$ cat src/rtl/uart_rx_pkg.sv
`default_nettype none
// ============================================================================
// Module      : uart_rx_pkg
// Description : Shared UART definitions for the receiver and transmitter:
//               receiver state encoding and bit-timing helper functions.
//               Contents:
//                 state_t / c_IDLE..c_STOP : 2-bit state encoding
//                 clks_per_bit(freq, baud) : clocks per line bit
//                 half_bit(cpb)            : clocks per half line bit
// Revision    : 1.0 - initial release
// ============================================================================
package uart_rx_pkg;

    typedef logic [1:0] state_t;

    localparam state_t c_IDLE  = 2'd0;
    localparam state_t c_START = 2'd1;
    localparam state_t c_DATA  = 2'd2;
    localparam state_t c_STOP  = 2'd3;

    function automatic int clks_per_bit(input int freq, input int baud);
        return freq / baud;
    endfunction

    function automatic int half_bit(input int cpb);
        return cpb / 2;
    endfunction

endpackage
`default_nettype wire

$ cat src/rtl/uart_rx_bit_timer.sv
`default_nettype none
// ============================================================================
// Module      : uart_rx_bit_timer
// Description : Baud tick generator for the UART receiver. Counts clocks and
//               pulses tick at the end of each half or full bit period, then
//               starts the next period from zero.
//               Ports:
//                 clock    : rising-edge clock
//                 reset    : synchronous active-high reset
//                 restart  : hold the counter at zero
//                 halfMode : time a half bit (start-bit centring) not a full one
//                 tick     : period complete (combinational)
// Revision    : 1.0 - initial release
// ============================================================================
module uart_rx_bit_timer
    import uart_rx_pkg::*;
#(
    parameter int CLKS_PER_BIT = 104
) (
    input  logic clock,
    input  logic reset,
    input  logic restart,
    input  logic halfMode,
    output logic tick
);

    localparam int c_CNT_W = $clog2(CLKS_PER_BIT);
    localparam int c_HALF  = half_bit(CLKS_PER_BIT);

    logic [c_CNT_W-1:0] r_cnt;
    logic [c_CNT_W-1:0] w_last;

    // The half-bit period is one clock shorter: the receiver spends one
    // clock in IDLE recognising the falling edge, and that clock belongs to
    // the half bit, so the start bit is sampled HALF_BIT clocks after the
    // synchronised line first reads 0.
    always_comb begin
        w_last = halfMode ? c_CNT_W'(c_HALF - 2) : c_CNT_W'(CLKS_PER_BIT - 1);
    end

    // ">=" keeps the counter from ever running past the terminal value.
    always_comb begin
        tick = (r_cnt >= w_last);
    end

    always_ff @(posedge clock) begin
        if (reset || restart || tick) begin
            r_cnt <= '0;
        end else begin
            r_cnt <= r_cnt + 1'b1;
        end
    end

endmodule
`default_nettype wire

$ cat src/rtl/uart_rx.sv
`default_nettype none
// ============================================================================
// Module      : uart_rx
// Description : 8N1 UART receiver with 2-flop input synchronizer, start-bit
//               glitch rejection and stop-bit framing check.
//               Ports:
//                 clock      : rising-edge clock
//                 reset      : synchronous active-high reset
//                 rx         : asynchronous serial line, idle high
//                 data       : last correctly received byte
//                 dataValid  : one-cycle pulse, new byte on data
//                 frameError : one-cycle pulse, stop bit sampled 0
//                 busy       : receiver not idle
// Revision    : 1.0 - initial release
// ============================================================================
module uart_rx
    import uart_rx_pkg::*;
#(
    parameter int ClockFrequency = 1000000,
    parameter int BaudRate       = 9600
) (
    input  logic       clock,
    input  logic       reset,
    input  logic       rx,
    output logic [7:0] data,
    output logic       dataValid,
    output logic       frameError,
    output logic       busy
);

    localparam int c_CLKS_PER_BIT = clks_per_bit(ClockFrequency, BaudRate);

    generate
        if (c_CLKS_PER_BIT < 4) begin : g_cfg_error
            $error("uart_rx: ClockFrequency/BaudRate must be at least 4");
        end
    endgenerate

    // Synchronizer; r_rxs_prev is the previous synchronized value for
    // falling-edge detection, so a line already low never starts a frame.
    logic r_sync1;
    logic r_rxs;
    logic r_rxs_prev;

    state_t     r_state;
    state_t     w_next_state;
    logic [2:0] r_bit_idx;
    logic [7:0] r_shift;

    logic w_tick;
    logic w_restart;
    logic w_half;
    logic w_shift_en;
    logic w_clr_idx;
    logic w_valid;
    logic w_ferr;

    uart_rx_bit_timer #(
        .CLKS_PER_BIT (c_CLKS_PER_BIT)
    ) u_bit_timer (
        .clock    (clock),
        .reset    (reset),
        .restart  (w_restart),
        .halfMode (w_half),
        .tick     (w_tick)
    );

    always_ff @(posedge clock) begin
        if (reset) begin
            r_sync1    <= 1'b1;
            r_rxs      <= 1'b1;
            r_rxs_prev <= 1'b1;
        end else begin
            r_sync1    <= rx;
            r_rxs      <= r_sync1;
            r_rxs_prev <= r_rxs;
        end
    end

    // State register
    always_ff @(posedge clock) begin
        if (reset) begin
            r_state <= c_IDLE;
        end else begin
            r_state <= w_next_state;
        end
    end

    // Next-state logic
    always_comb begin
        w_next_state = r_state;
        case (r_state)
            c_IDLE: begin
                if (!r_rxs && r_rxs_prev) begin
                    w_next_state = c_START;
                end
            end
            c_START: begin
                if (w_tick) begin
                    w_next_state = r_rxs ? c_IDLE : c_DATA;
                end
            end
            c_DATA: begin
                if (w_tick && (r_bit_idx == 3'd7)) begin
                    w_next_state = c_STOP;
                end
            end
            default: begin
                if (w_tick) begin
                    w_next_state = c_IDLE;
                end
            end
        endcase
    end

    // Output / control decode
    always_comb begin
        w_restart  = (r_state == c_IDLE);
        w_half     = (r_state == c_START);
        w_clr_idx  = (r_state == c_START) && w_tick;
        w_shift_en = (r_state == c_DATA)  && w_tick;
        w_valid    = (r_state == c_STOP)  && w_tick && r_rxs;
        w_ferr     = (r_state == c_STOP)  && w_tick && !r_rxs;
        busy       = (r_state != c_IDLE);
    end

    // Shift register and output registers
    always_ff @(posedge clock) begin
        if (reset) begin
            r_bit_idx  <= 3'd0;
            r_shift    <= 8'h00;
            data       <= 8'h00;
            dataValid  <= 1'b0;
            frameError <= 1'b0;
        end else begin
            if (w_clr_idx) begin
                r_bit_idx <= 3'd0;
            end else if (w_shift_en) begin
                r_bit_idx <= r_bit_idx + 3'd1;
            end
            if (w_shift_en) begin
                r_shift <= {r_rxs, r_shift[7:1]};
            end
            if (w_valid) begin
                data <= r_shift;
            end
            dataValid  <= w_valid;
            frameError <= w_ferr;
        end
    end

endmodule
`default_nettype wire

$ cat config.mk
export PLATFORM = sky130hd
export DESIGN_NAME = uart_rx
export DESIGN_NICKNAME = d
export VERILOG_FILES = /design/src/rtl/uart_rx_pkg.sv /design/src/rtl/uart_rx_bit_timer.sv /design/src/rtl/uart_rx.sv
export SDC_FILE = /design/constraint.sdc
export NUM_CORES = 1
export LEC_CHECK = 0
export ABC_AREA = 0
export ABC_CLOCK_PERIOD_IN_PS = 4800
export CAP_MARGIN = 5
export CORE_ASPECT_RATIO = 2
export CORE_MARGIN = 8
export CORE_UTILIZATION = 55
export CTS_CLUSTER_SIZE = 30
export DETAILED_ROUTE_END_ITERATION = 8
export PLACE_DENSITY = 0.79
export RECOVER_POWER = 25
export REMOVE_ABC_BUFFERS = 1
export SLEW_MARGIN = 25
export SYNTH_ARGS = -nofsm -noshare
export SYNTH_HDL_FRONTEND = slang
export SYNTH_SLANG_ARGS = --single-unit
$ cat constraint.sdc
create_clock -name clock -period 4.8 [get_ports clock]
set_input_delay 0.96 -clock clock [delete_from_list [all_inputs] [get_ports clock]]
set_output_delay 0.96 -clock clock [all_outputs]
set_load 0.02 [all_outputs]
==> results of run 1 <==
-- stage by stage --
stage	power [W]	hold slack (ps)	instance area (µm²)	cells
CTS	0.000499	412	1640	188
finish	0.000494	409	1650	188
global route	0.000515	425	1650	188
floorplan	0.000294	389	1390	139
global placement	0.000300	398	1550	180
detailed placement	0.000301	396	1560	180
-- flip-flops by register name, indices dropped and copies added (netlist names), 2 cells and up --
register           cells
data                   8
r_shift                8
u_bit_timer.r_cnt      7
r_bit_idx              3
r_state                2
-- synth_stat cells (4+ instances only) --
cell and instances:
sky130_fd_sc_hd__clkbuf_1 5, sky130_fd_sc_hd__nand2_1 23, sky130_fd_sc_hd__or2_2 4, sky130_fd_sc_hd__mux2i_1 16
sky130_fd_sc_hd__ha_1 5, sky130_fd_sc_hd__nor2_1 10, sky130_fd_sc_hd__inv_1 7, sky130_fd_sc_hd__dfxtp_1 33
-- cell families (layout without fill, tap and decap cells) --
kind of cell,after synthesis,in the layout,share of synthesized area [%]
buffers and inverters,16,28,4.89
xor gates and xnor gates,6,6,3.67
and+or+nand+nor,55,55,18.5
muxes,17,17,12.2
DFF,33,33,46.1
adders and majority gates,5,5,4.37
AOI/OAI and AO/OA,16,16,10.2
-- layer usage --
| metal | GRT usage, % | up-vias | part of all wire, % |
|---|---|---|---|
| met1 | 11.5 | 501 | 37 |
| li1 | - | 526 | - |
| met2 | 24.5 | 15 | 56 |
| met5 | 0 | - | 0 |
| met3 | 5.10 | 9 | 3.6 |
| met4 | 9.49 | 0 | 3.3 |
-- cell usage in the layout (no fill, tap or decap), drive strengths merged, types with 2 or more instances in the layout --
cell,netlist,layout
nand2,23,23
nor3b,3,3
dlygate4sd3,0,9
o32ai,2,2
nor2b,3,3
o2111ai,3,3
mux2i,16,16
xnor2,3,3
or2,4,4
nor2,10,10
ha,5,5
clkbuf,5,7
xor2,3,3
nand4,3,3
dfxtp,33,33
inv,7,7
clkdlybuf4s50,0,4
o21ai,5,5
and3,2,2
nand3,3,3
or3b,2,2
-- final cells by class --
| class | instances | area, µm² | share of cell area (%) |
|---|---|---|---|
| flip-flops and latches | 33 | 661 | 40.1 |
| clock inverters | 1 | 7.51 | 0.456 |
| repair buffers | 13 | 130 | 7.90 |
| inverters | 7 | 26.3 | 1.59 |
| multi-input cells | 99 | 712 | 43.2 |
| well taps | 28 | 35.0 | 2.13 |
| clock buffers | 7 | 76.3 | 4.63 |
-- worst min-delay path by stage --
stage	from	slack, ps	depth (start not counted)	endpoint
after floorplan	r_sync1	390	1	r_rxs
after global placement	r_sync1	400	1	r_rxs
after detailed placement	r_sync1	400	1	r_rxs
final	r_sync1	410	1	r_rxs
after global routing	r_sync1	420	1	r_rxs
after CTS	r_sync1	410	1	r_rxs
-- power by group through the flow --
stage	clock network (W)	logic (W)	registers (W)
floorplan	0	0.0000111	0.000283
global placement	0	0.0000163	0.000284
detailed placement	0	0.0000169	0.000284
CTS	0.000204	0.0000170	0.000278
global route	0.000218	0.0000186	0.000278
finish	0.000200	0.0000168	0.000278
==> run summary, run 1 <==
The routed length per instance is 14.8 µm. Sequential elements use 46.1% of the synthesized area. Prior to clock tree synthesis, the placed netlist has a worst setup slack of 1960 ps. The ratio of final minimum period to clock period came out at 55.5%.

The tightest min-delay check is of the reg2reg type. The instance count of the mapped netlist came out at 148. The die covers 4590 µm².

The number of antenna violations at the first check in global routing came out at 0. Entering global routing, the biggest net connects 22 pins. The measured slew at the worst slew-check pin is 690 ps.

The worst clock skew came out at 9.44 ps. The worst-case headroom to the max-slew limit came out at 54.0%. The final-report setup violation count is 0. The most critical setup path has its endpoint at busy. The synthesized design spends more area on one cell type than any other, namely sky130_fd_sc_hd__dfxtp_1.

The wire length of the first global-routing pass is 4690 µm. The cell sitting at the root of the clock tree is a sky130_fd_sc_hd__clkbuf_8. The routability congestion estimate is 0.798. 14 I/O pins were placed. Of the cells placed in the final design, the portion with a size suffix greater than 1 is 10.6%.

Setup slack closes at 2140 ps. The net count of the finished layout is 167. The average vias per placed instance came out at 5.59.

By startpoint and endpoint, the worst setup path is classified as reg2out. The number of global-route vias before repair is 1122. The fmax came out at 375 MHz. At the worst endpoint, the arrival time is 1700 ps.

The run finished with clean final reports. The switching power came out at 0.000110 W. STA classifies the critical path endpoint as an output port. For this run the aggregate overflow at the end of global routing stands at 0. For this run, design rule violations remaining after detail routing come to 0. The setup slack of the most critical reg-to-reg path came out at 2190 ps. The maximum buffer depth of the clock tree is 2. The post-detailed-placement half-perimeter wirelength came out at 2090 µm. The signal on the critical path passes through or2_2 > clkdlybuf4s50_1. For this run, asynchronously set or reset flops after synthesis account for 0%. The stage delay of the slowest cell on the critical path came out at 600 ps.

The overall fraction of global-route tracks in use came out at 13.6%. The number of buffers added to fix hold violations after cts came out at 0. The primary flip-flop cell chosen by synthesis mapping is sky130_fd_sc_hd__dfxtp_1. The worst-path cell with the longest stage delay is sky130_fd_sc_hd__clkdlybuf4s50_1. The internal power of the cells totals 0.000385 W. The yosys synthesis warning count is 0.

At the later pin of the worst-skew pair, clock insertion delay measures 290 ps. The number of hold violations in the final report is 0. The final critical-path required period came out at 2660 ps. The cell class contributing the biggest share of worst-path delay is buffers and inverters.

The count of inserted antenna diode cells came out at 0. The depth of the most critical reg-to-reg path is 7. The critical path data required time is 3840 ps. The clock-pin slew of the registers on the worst-case setup and hold paths is 60 ps. The area overhead of the layout relative to synthesis came out at 15.0%. The number of enable-type register cells in the synthesized netlist came out at 0. The floorplan step set the die height to 88.2 µm. The final max-slew violation count came to 0.

The worst register-to-register path ends at data[6]. The switching share of total power came out at 22.2%. The end-of-flow core utilization is 65.8%. The number of cells upsized or downsized after cts came out at 0. The critical path depth in cells is 2. The worst setup path startpoint is r_state[1]. The remaining antenna violation count after routing is 0.

The share of total power dissipated in the clock network is 40.4%. The routed via count is 1051. The buffer and inverter count on the worst path came out at 1. Once the floorplan was initialized, standard cells occupied 57.2% of the core. The reg-to-reg startpoint is r_state[0]. Setup repair after global routing left no endpoint under its margin. The total power divided by cell area is 300 nW/µm². The total core area is 2500 µm².

The mean cell area of the mapped netlist is 9.68 µm². The total clock sinks is 33. The cell area that synthesis handed to floorplanning was 1430 µm². The number of detailed-routing iterations run before antenna repair came out at 6.

The die is 52.1 µm wide. The number of levels in the clock H-tree is 2. The layout has 206 filler cells.

Yosys attributes the largest share of cell area to sky130_fd_sc_hd__dfxtp_1 (46%), sky130_fd_sc_hd__mux2i_1 (11%), sky130_fd_sc_hd__nand2_1 (6.0%). Counting flops and latches in the post-synthesis netlist gives 33. The area share of the largest cell type after synthesis came out at 46.1%. The count of input and output buffers is 13. The fraction of power consumed by combinational cells came out at 3.4%. STA classifies the critical path startpoint as a flip-flop. The CTS buffer count came out at 5. Along the worst path, the maximum fanout reaches 13. Across the run, the number of max-cap violations was 0.

TritonCTS built the clock tree. Wires add up to 2780 µm. After floorplanning, the core was divided into 26 placement rows. The first routing iteration left 18 violations. The post-CTS setup-driven buffer insertion count is 0. The final sum of negative setup slack is 0 ps. The leakage power of the design is 0.722 nW.

The number of distinct library cell variants in the gate-level netlist after synthesis came out at 34. The share of power burned in registers is 56.2%. VDD sags by at most 0.000232 V.
Note: power is estimated with default switching activity, not from simulation.
==> inputs of run 2 (changes only) <==
- ABC_CLOCK_PERIOD_IN_PS: 4800 -> 2300
- CORE_UTILIZATION: 55 -> 49
- PLACE_DENSITY: 0.79 -> 0.75
- clock period: 4.8 -> 2.3 ns (I/O delays scaled with it)
==> run 2 against run 1 <==
Wire length is 9.5% lower. Sequential share of layout area shrank 2.0 points. Hold slack better by 2.3 ps. Highest routed layer unchanged. Flip-flop and latch count stayed put. Final area up 5.3%. Via count down 0.76%. Largest power group is now clock. Global-route usage is 2.0 points lower. Critical path type unchanged. Setup slack worse by 1900 ps. Clock skew shrank 5.7 ps. Largest cell class unchanged.
==> run summary, run 2 (same netlist as run 1, synthesis figures left out) <==
Run status: finished clean (unchanged). The worst clock skew came out at 3.72 ps (was 9.44 ps). The non-filler instance count after layout is 196 (was 188). The setup slack after layout came out at 191 ps (was 2140 ps). The start point of the worst min-delay path is r_sync1 (unchanged). The capture instance of the worst register-to-register path is data[6] (unchanged).

The wire length of the first global-routing pass came out at 4400 µm (was 4690 µm). The fraction of power consumed by combinational cells came to 3.1% (was 3.4%). The overall fraction of global-route tracks in use is 11.6% (was 13.6%).

The initial core utilization came out at 49.9% (was 57.2%). The setup slack of the most critical reg-to-reg path came out at 280 ps (was 2190 ps). The final global-route overflow total is 0 (unchanged). The pre-CTS setup slack came out at 299 ps (was 1960 ps). The depth of the most critical reg-to-reg path was 8 (was 7). The die extent in x came to 54.2 µm (was 52.1 µm). The worst-case headroom to the max-slew limit is 75.6% (was 54.0%). The number of fill cells came out at 253 (was 206).

The number of antenna violations at the first check in global routing came out at 0 (unchanged). The element type at the critical path end is an output port (unchanged). The number of detailed-routing iterations run before antenna repair is 4 (was 6). The count of boundary I/O pins came to 14 (unchanged). The maximum fanout count along the critical path is 12 (was 13). The insertion delay of the later-clocked pin in the worst-skew pair was 290 ps (about the same).

The depth of the worst hold-timing path is 1 (unchanged). The share of power burned in registers came out at 45.8% (was 56.2%). The worst setup path category is reg2out (unchanged).

The master cell of the clock root buffer is sky130_fd_sc_hd__clkbuf_8 (unchanged). The final max-slew violation count is 0 (unchanged). The switching share of total power was 18.9% (was 22.2%). The ratio of final minimum period to clock period is 91.7%. The count of inserted antenna diode cells is 0 (unchanged). The routed length per instance came to 12.8 µm (was 14.8 µm). The footprint of the multi-input gates is 702 µm² (was 712 µm²).

The leakage power of the design came out at 0.780 nW (was 0.722 nW). The largest vdd supply drop came out at 0.000866 V (was 0.000232 V). The die area is 5020 µm² (was 4590 µm²).

The total core area came out at 2870 µm² (was 2500 µm²). The post-CTS setup-driven buffer insertion count came to 0 (unchanged). The number of cell rows is 28 (was 26). The reg-to-reg startpoint is r_state[0] (unchanged). The clock-pin slew of the registers on the worst-case setup and hold paths is 70 ps (was 60 ps). Setup repair after global routing missed its margin: no (unchanged). The area overhead of the layout relative to synthesis came to 21.1% (was 15.0%).

The pin count of the biggest net entering global routing is 18 (was 22). The fmax came out at 474 MHz. The CTS buffer count came to 5 (unchanged). The critical path data required time came out at 1840 ps (was 3840 ps).

The violation count after the first detailed-routing iteration was 18 (unchanged). The clock tree from TritonCTS is done (unchanged). The number of placed cells counting well taps is 188 (was 180). The total power divided by cell area is 725 nW/µm² (was 300 nW/µm²). The number of nets in the final layout was 173 (was 167). The destination of the worst hold path is r_rxs (unchanged). The end-of-flow core utilization is 60.4% (was 65.8%). The total power after layout was 0.00126 W (was 0.000494 W). The routability congestion estimate was 0.851 (was 0.798). The final-report setup violation count came to 0 (unchanged).

The total clock sinks came to 33 (unchanged). The measured slew at the worst slew-check pin came out at 364 ps (was 690 ps). The post-detailed-placement half-perimeter wirelength is 1790 µm (was 2090 µm). The worst hold slack came out at 412 ps (was 409 ps). The number of levels in the clock H-tree came to 2 (unchanged). The fraction of final layout cells sized beyond drive strength 1 is 13.9% (was 10.6%).

The area used by sequential logic in the layout is 661 µm² (unchanged). The maximum buffer depth of the clock tree is 2 (unchanged). The number of hold violations in the final report is 0 (unchanged). The number of maximum-capacitance violations is 0 (unchanged). The die span in y came to 92.5 µm (was 88.2 µm). Commonest cells after routing, fill and taps aside: sky130_fd_sc_hd__dfxtp_1 (33), sky130_fd_sc_hd__nand2_1 (23), sky130_fd_sc_hd__mux2i_1 (16), sky130_fd_sc_hd__nor2_1 (10), sky130_fd_sc_hd__dlygate4sd3_1 (9) (unchanged). The most frequent standard cell in the layout excluding fill and tap cells was sky130_fd_sc_hd__dfxtp_1 (unchanged).

The number of design rule violations left after detail routing was 0 (unchanged). The average vias per placed instance is 5.32 (was 5.59). The number of buffers added to fix hold violations after cts is 0 (unchanged). The kind of path behind the tightest hold check is reg2reg (unchanged). The clock share of power came out at 51.0% (was 40.4%). The critical path data arrival time is 1650 ps (was 1700 ps).

The remaining antenna violation count after routing is 0 (unchanged). The count of input and output buffers is 13 (unchanged). The switching power is 0.000237 W (was 0.000110 W).

The number of cells upsized or downsized after cts came out at 0 (unchanged). The startpoint type of the worst setup path was a flip-flop (unchanged). The total internal power is 0.00102 W (was 0.000385 W). The routed via count came out at 1043 (was 1051). Regs by FF count: data: 8 flops, r_shift: 8 flops, u_bit_timer.r_cnt: 7 flops (unchanged). The final critical-path required period came out at 2110 ps. The number of global-route vias before repair came out at 1035 (was 1122). The total wire length after detailed routing came out at 2520 µm (was 2780 µm).
==> run 2: final cells by class <==
class                           count  area share (%)
Sequential cell                    33            38.1
Inverter                            7            1.51
Clock buffer                        5            3.97
Tap cell                           30            2.16
Multi-Input combinational cell     99            40.4
Clock inverter                      3            3.75
Timing Repair Buffer               19            10.1
==> run 2: worst max path at each step <==
stage                           from         end  slack [ps]  cells past startpoint
after floorplan           r_state[0]     data[0]        -130                      7
after global routing      r_state[0]     data[0]         130                      8
after CTS                 r_state[1]        busy         170                      3
after detailed placement  r_state[0]     data[4]         300                      8
final                     r_state[1]        busy         190                      3
after global placement    r_state[0]  r_state[1]         340                      7
==> run 2: power by group through the flow <==
stage               clock network (W)  logic (W)  registers (W)
detailed placement                  0  0.0000397       0.000590
global placement                    0  0.0000393       0.000590
CTS                          0.000663  0.0000399       0.000577
global route                 0.000689  0.0000443       0.000577
finish                       0.000642  0.0000395       0.000577
floorplan                           0  0.0000232       0.000591
==> run 2: routing by layer <==
metal	up-vias	share of wire, %	GRT usage, %
li1	541	-	-
met1	467	44	13.6
met2	30	46	16.3
met3	5	6.7	4.98
met4	0	3.2	7.44
met5	-	0	0
==> run 2: critical path: stages (launching register included) <==
cell and delay, ps:
sky130_fd_sc_hd__dfxtp_1 320, sky130_fd_sc_hd__buf_4 170, sky130_fd_sc_hd__or2_2 310, sky130_fd_sc_hd__clkdlybuf4s50_1 550
==> run 2: stage by stage <==
step           instance area [µm²]  setup TNS (ps)
2_1_floorplan                 1390           -1870
3_5_place_dp                  1600               0
4_1_cts                       1740               0
3_3_place_gp                  1600               0
5_1_grt                       1740               0
6_report                      1740               0
==> inputs of run 3 (changes only) <==
- CELL_PAD_IN_SITES_DETAIL_PLACEMENT: not set -> 0
- CELL_PAD_IN_SITES_GLOBAL_PLACEMENT: not set -> 1
- CORE_UTILIZATION: 49 -> 38
- HOLD_SLACK_MARGIN: not set -> 0.15
- PLACE_DENSITY: 0.75 -> 0.74
==> run 3 against run 2 <==
Hold slack gained 1.5 ps. Flip-flop and latch count is the same. Non-clock buffer count is the same. Register-to-register slack is essentially flat. Fmax grew 1.3%. Core utilization shrank 12 points.
==> run summary, run 3 (same netlist as run 1, synthesis figures left out) <==
The non-filler instance count after layout came out at 215 (was 196). Regs by FF count: data: 8 flops, r_shift: 8 flops, u_bit_timer.r_cnt: 7 flops (unchanged). The switching power came out at 0.000226 W (was 0.000237 W). The post-detailed-placement half-perimeter wirelength came out at 2200 µm (was 1790 µm). The routed via count came out at 1067 (was 1043). The number of detailed-routing iterations run before antenna repair came out at 4 (unchanged). The depth of the worst hold-timing path was 1 (unchanged). The fmax is 480 MHz (was 474 MHz). The master cell of the clock root buffer is sky130_fd_sc_hd__clkbuf_8 (unchanged). The destination of the worst hold path is r_rxs (unchanged). The worst-case headroom to the max-slew limit is 74.6% (was 75.6%).

The capture instance of the worst register-to-register path is r_state[1] (was data[6]). The final-report setup violation count came to 0 (unchanged). The number of maximum-capacitance violations is 0 (unchanged). The worst-path cell with the longest stage delay is sky130_fd_sc_hd__clkdlybuf4s50_1 (unchanged).

The clock-pin slew of the registers on the worst-case setup and hold paths was 60 ps (was 70 ps). The number of global-route vias before repair came to 1131 (was 1035). The number of antenna violations at the first check in global routing is 0 (unchanged).

The total clock sinks came out at 33 (unchanged). The number of cells upsized or downsized after cts is 0 (unchanged). The routability congestion estimate is 0.875 (was 0.851).

The initial core utilization came out at 39.7% (was 49.9%). The critical path data arrival time came to 1620 ps (was 1650 ps). The pre-CTS setup slack is 277 ps (was 299 ps). The final critical-path required period came to 2080 ps (was 2110 ps). The critical path data required time is 1840 ps (about the same). The number of hold violations in the final report came out at 0 (unchanged). The die span in y is 103 µm (was 92.5 µm). The count of boundary I/O pins came out at 14 (unchanged). The start point of the worst min-delay path is r_sync1 (unchanged). The die extent in x is 59.4 µm (was 54.2 µm). The total power divided by cell area came out at 674 nW/µm² (was 725 nW/µm²).

The number of buffers added to fix hold violations after cts came out at 0 (unchanged). The number of placed cells counting well taps came out at 207 (was 188). The most frequent standard cell in the layout excluding fill and tap cells is sky130_fd_sc_hd__dfxtp_1 (unchanged). List of cells traversed by the critical path: buf_4 > or2_2 > clkdlybuf4s50_1 (unchanged). The average vias per placed instance is 4.96 (was 5.32). The end-of-flow core utilization came out at 48.2% (was 60.4%). Run status: finished clean (unchanged). The clock share of power came out at 47.2% (was 51.0%). The maximum buffer depth of the clock tree is 2 (unchanged).

The post-CTS setup-driven buffer insertion count came out at 0 (unchanged). Commonest cells after routing, fill and taps aside: sky130_fd_sc_hd__dfxtp_1 (33), sky130_fd_sc_hd__nand2_1 (23), sky130_fd_sc_hd__mux2i_1 (16), sky130_fd_sc_hd__nor2_1 (10), sky130_fd_sc_hd__dlygate4sd3_1 (9) (unchanged). The stage delay of the slowest cell on the critical path was 550 ps (about the same). The leakage power of the design came out at 0.767 nW (was 0.780 nW). The number of cell rows is 31 (was 28). The area overhead of the layout relative to synthesis came out at 21.3% (was 21.1%). The setup slack after layout came out at 218 ps (was 191 ps). The depth of the most critical reg-to-reg path came out at 7 (was 8). The CTS buffer count came to 5 (unchanged). The count of inserted antenna diode cells was 0 (unchanged).

The fraction of power consumed by combinational cells is 3.5% (was 3.1%). The total internal power came out at 0.000945 W (was 0.00102 W). The worst setup path category was reg2out (unchanged). The routed length per instance is 13.5 µm (was 12.8 µm).

The clock tree from TritonCTS is done (unchanged). The final sum of negative setup slack is 0 ps (unchanged). The overall fraction of global-route tracks in use came out at 10.7% (was 11.6%). The number of nets in the final layout came out at 173 (unchanged). The total wire length after detailed routing came to 2900 µm (was 2520 µm). The worst clock skew was 7.52 ps (was 3.72 ps).

Setup repair after global routing missed its margin: no (unchanged). The final max-slew violation count came out at 0 (unchanged). The remaining antenna violation count after routing is 0 (unchanged). The share of power burned in registers is 49.3% (was 45.8%). The measured slew at the worst slew-check pin is 381 ps (was 364 ps).

The setup slack of the most critical reg-to-reg path is 280 ps (about the same). The wire length of the first global-routing pass is 4940 µm (was 4400 µm). The pin count of the biggest net entering global routing was 21 (was 18). The insertion delay of the later-clocked pin in the worst-skew pair came out at 280 ps (was 290 ps). The largest vdd supply drop came to 0.000469 V (was 0.000866 V). The die area came out at 6110 µm² (was 5020 µm²). The kind of path behind the tightest hold check was reg2reg (unchanged). The number of levels in the clock H-tree was 2 (unchanged).

The element type at the critical path end is an output port (unchanged). The number of design rule violations left after detail routing came out at 0 (unchanged). The switching share of total power came out at 19.3% (was 18.9%). The startpoint type of the worst setup path is a flip-flop (unchanged). The final global-route overflow total is 0 (unchanged).

The fraction of final layout cells sized beyond drive strength 1 came out at 12.7% (was 13.9%). The count of input and output buffers was 13 (unchanged). The maximum fanout count along the critical path was 12 (unchanged). The violation count after the first detailed-routing iteration came out at 26 (was 18). The ratio of final minimum period to clock period came out at 90.5% (was 91.7%).

The reg-to-reg startpoint is r_state[0] (unchanged). The total core area came out at 3610 µm² (was 2870 µm²).
[run 3: per-stage QoR]
stage	instance area (µm²)	hold WS (ps)	power, W
floorplan	1390	389	0.000614
global placement	1630	395	0.000632
detailed placement	1630	398	0.000633
CTS	1740	417	0.00119
global route	1740	420	0.00121
finish	1740	413	0.00117
[run 3: final cells by class]
| cell class | count | area (µm²) |
|---|---|---|
| Fill cell | 344 | 1870 |
| Multi-Input combinational cell | 99 | 702 |
| Sequential cell | 33 | 661 |
| Timing Repair Buffer | 19 | 171 |
| Clock buffer | 7 | 86.3 |
| Tap cell | 49 | 61.3 |
| Clock inverter | 1 | 30.0 |
| Inverter | 7 | 26.3 |
[run 3: worst max path at each step]
stage | start | endpoint | slack [ps] | cells after the start
3_5_place_dp | r_state[0] | r_state[1] | 280 | 7
5_1_grt | r_state[1] | busy | 140 | 3
6_report | r_state[1] | busy | 220 | 3
2_1_floorplan | r_state[0] | data[0] | -130 | 7
4_1_cts | r_state[1] | busy | 190 | 3
3_3_place_gp | r_state[0] | r_state[1] | 350 | 7
[run 3: per-layer routing]
metal  global-route usage (%)  share of wire, %  vias to the layer above
li1                         -                 -                      537
met1                     9.89                37                      493
met2                     18.7                54                       24
met3                     3.25               4.3                       13
met4                     8.16               4.7                        0
met5                        0                 0                        -
[run 3: power groups by stage]
stage	clock [W]	combinational, W	sequential, W
after CTS	0.000572	0.0000430	0.000577
after detailed placement	0	0.0000428	0.000590
final	0.000552	0.0000414	0.000577
after global routing	0.000589	0.0000455	0.000577
after global placement	0	0.0000418	0.000590
after floorplan	0	0.0000232	0.000591
[run 3: critical path, delay by kind of cell, from the launching register on]
kind,cells,cell delay [ps]
buffers and inverters,2,720
DFF,1,320
and+or+nand+nor,1,310
==> edit: new RTL, config.mk and constraints of run 2 <==
Put a register stage on the output `busy`, cleared by the reset. The value now appears one clock later. The other outputs are not delayed to match.
--- a/src/rtl/uart_rx.sv
+++ b/src/rtl/uart_rx.sv
@@ -29,6 +29,8 @@
 );
 
     localparam int c_CLKS_PER_BIT = clks_per_bit(ClockFrequency, BaudRate);
+
+    logic busy_d;
 
     generate
         if (c_CLKS_PER_BIT < 4) begin : g_cfg_error
@@ -121,7 +123,7 @@
         w_shift_en = (r_state == c_DATA)  && w_tick;
         w_valid    = (r_state == c_STOP)  && w_tick && r_rxs;
         w_ferr     = (r_state == c_STOP)  && w_tick && !r_rxs;
-        busy       = (r_state != c_IDLE);
+        busy_d     = (r_state != c_IDLE);
     end
 
     // Shift register and output registers
@@ -149,6 +151,14 @@
         end
     end
 
+    always_ff @(posedge clock) begin
+        if (reset) begin
+            busy <= '0;
+        end else begin
+            busy <= busy_d;
+        end
+    end
+
 endmodule
 `default_nettype wire
 
Formal check against the unedited RTL: not equivalent (a bounded check fails within 4 cycles, from zero or initial values and one cycle with reset high).
==> edit against run 2 <==
Synthesized area rose by 6.5%; wire length rose by 13%; setup slack improved by 0.017 ns; utilization fell by 0.83 points; sequential cell count rose by 1; non-clock buffer count rose by 1; design area rose by 2.2%; power fell by 15%; fmax rose by 0.81%; critical endpoint is now data[6]; largest cell class unchanged.
==> edit: results (changes against run 2) <==
| Metric | Value |
|---|---|
| Largest net degree at the start of global routing | 21 (+3) |
| Most frequent cells after synthesis | dfxtp_1, nand2b_1, mux2i_1 |
| Max clock buf depth | 2 (unchanged) |
| Slew @ Worst Pin | 0.605 ns (+0.241 ns) |
| CP max FO | 4 (-8) |
| Register area share after synthesis | 0.446 (-0.0149) |
| Final hold slack | 0.412 ns (+0.000546 ns) |
| Total GRT Usage | 0.113 (-0.00297) |
| Detailed placer's ending HPWL | 2190 um (+22%) |
| Slowest Stage Delay on Critical Path | 0.33 ns (-0.22 ns) |
| Leakage | 0.773 nW (-0.92%) |
| Gpl congestion | 0.801 (-5.8%) |
| Final wirelength | 2840 um (+13%) |
| Setup slack, reg-to-reg | 0.21 ns (-0.07 ns) |
| Met1 Routed Length | 1090 um (-2.2%) |
| Cell count after placement | 191 (+1.6%) |
| Routed vias | 1104 (+5.8%) |
| Share of layout cells above drive strength 1 | 0.166 (+0.0271) |
| Syn avg cell area | 10.2 sq um (+5.0%) |
| Pre-CTS worst setup slack | 0.219 ns (-0.0797 ns) |
| Crit path DAT | 2.31 ns (+0.66 ns) |
| Layout Cells excl Fill | 199 (+1.5%) |
| Clock Skew | 0.0105 ns (+0.00681 ns) |
| Outcome | finished clean |
| Synth area leaders | dfxtp_1, mux2i_1, nand2b_1, ha_1, nor2_1 |
| Met3 WL | 103 um (-39%) |
| Met2 routed WL | 1560 um (+35%) |
| First-pass GRT wire length | 4830 um (+9.7%) |
| Crit path max-delay family | compound AO/OA/AOI/OAI gates |
| Post-layout nets | 176 (+1.7%) |
| Slowest-stage cell, CP | dfxtp_1 |
| Initial DRC Count | 25 (+7) |
| VDD IR max | 0.000402 V (-54%) |
## edit: power by group
group	switching, mW	internal, mW	leakage, nW
sequential	0.00260	0.593	0.275
clock	0.220	0.212	0.0441
combinational	0.0221	0.0225	0.454
total	0.244	0.827	0.773
## edit: final cells by class
| type | count | area, sq um |
|---|---|---|
| clock buffer | 5 | 68.8 |
| sequential | 34 | 681 |
| tap | 30 | 37.5 |
| timing repair buffer | 20 | 183 |
| multi-input combinational | 101 | 761 |
| inverter | 6 | 22.5 |
| fill | 275 | 1200 |
| clock inverter | 3 | 21.3 |
## edit: worst max path at each step
stage	start	to	slack, ns
floorplan	r_state[0]	data[0]	-0.17
global placement	r_state[0]	data[3]	0.34
detailed placement	r_state[0]	data[1]	0.22
CTS	r_state[0]	data[6]	0.19
global route	r_state[0]	data[6]	0.02
finish	r_state[0]	data[6]	0.21
## edit: kinds of logic (layout without fill, tap and decap cells)
family          Yosys count  in the layout  synth area share
compound gates           15             15            0.0911
xor+xnor                  6              6            0.0345
fa+ha+maj                 5              5            0.0410
buf+inv                  15             34            0.0550
flops                    34             34             0.446
mux                      17             17             0.115
simple gates             58             58             0.217
## edit: layer usage
layer	global-route usage	vias to the layer above
li1	-	546
met1	0.0979	530
met2	0.211	19
met3	0.0363	9
met4	0.0785	0
met5	0	-
## edit: per-stage QoR
step           area, sq um  setup TNS, ns
2_1_floorplan         1460          -2.69
3_3_place_gp          1680              0
3_5_place_dp          1680              0
4_1_cts               1770              0
5_1_grt               1770              0
6_report              1770              0
## edit: worst register-to-register path, delay by kind of cell (launching register included)
kind / cells / cell delay, ns
adders and majority gates: 1 / 0.27
DFF: 1 / 0.33
and+or+nand+nor: 2 / 0.44
buffers and inverters: 2 / 0.28
muxes: 1 / 0.20
AOI/OAI and AO/OA: 2 / 0.50
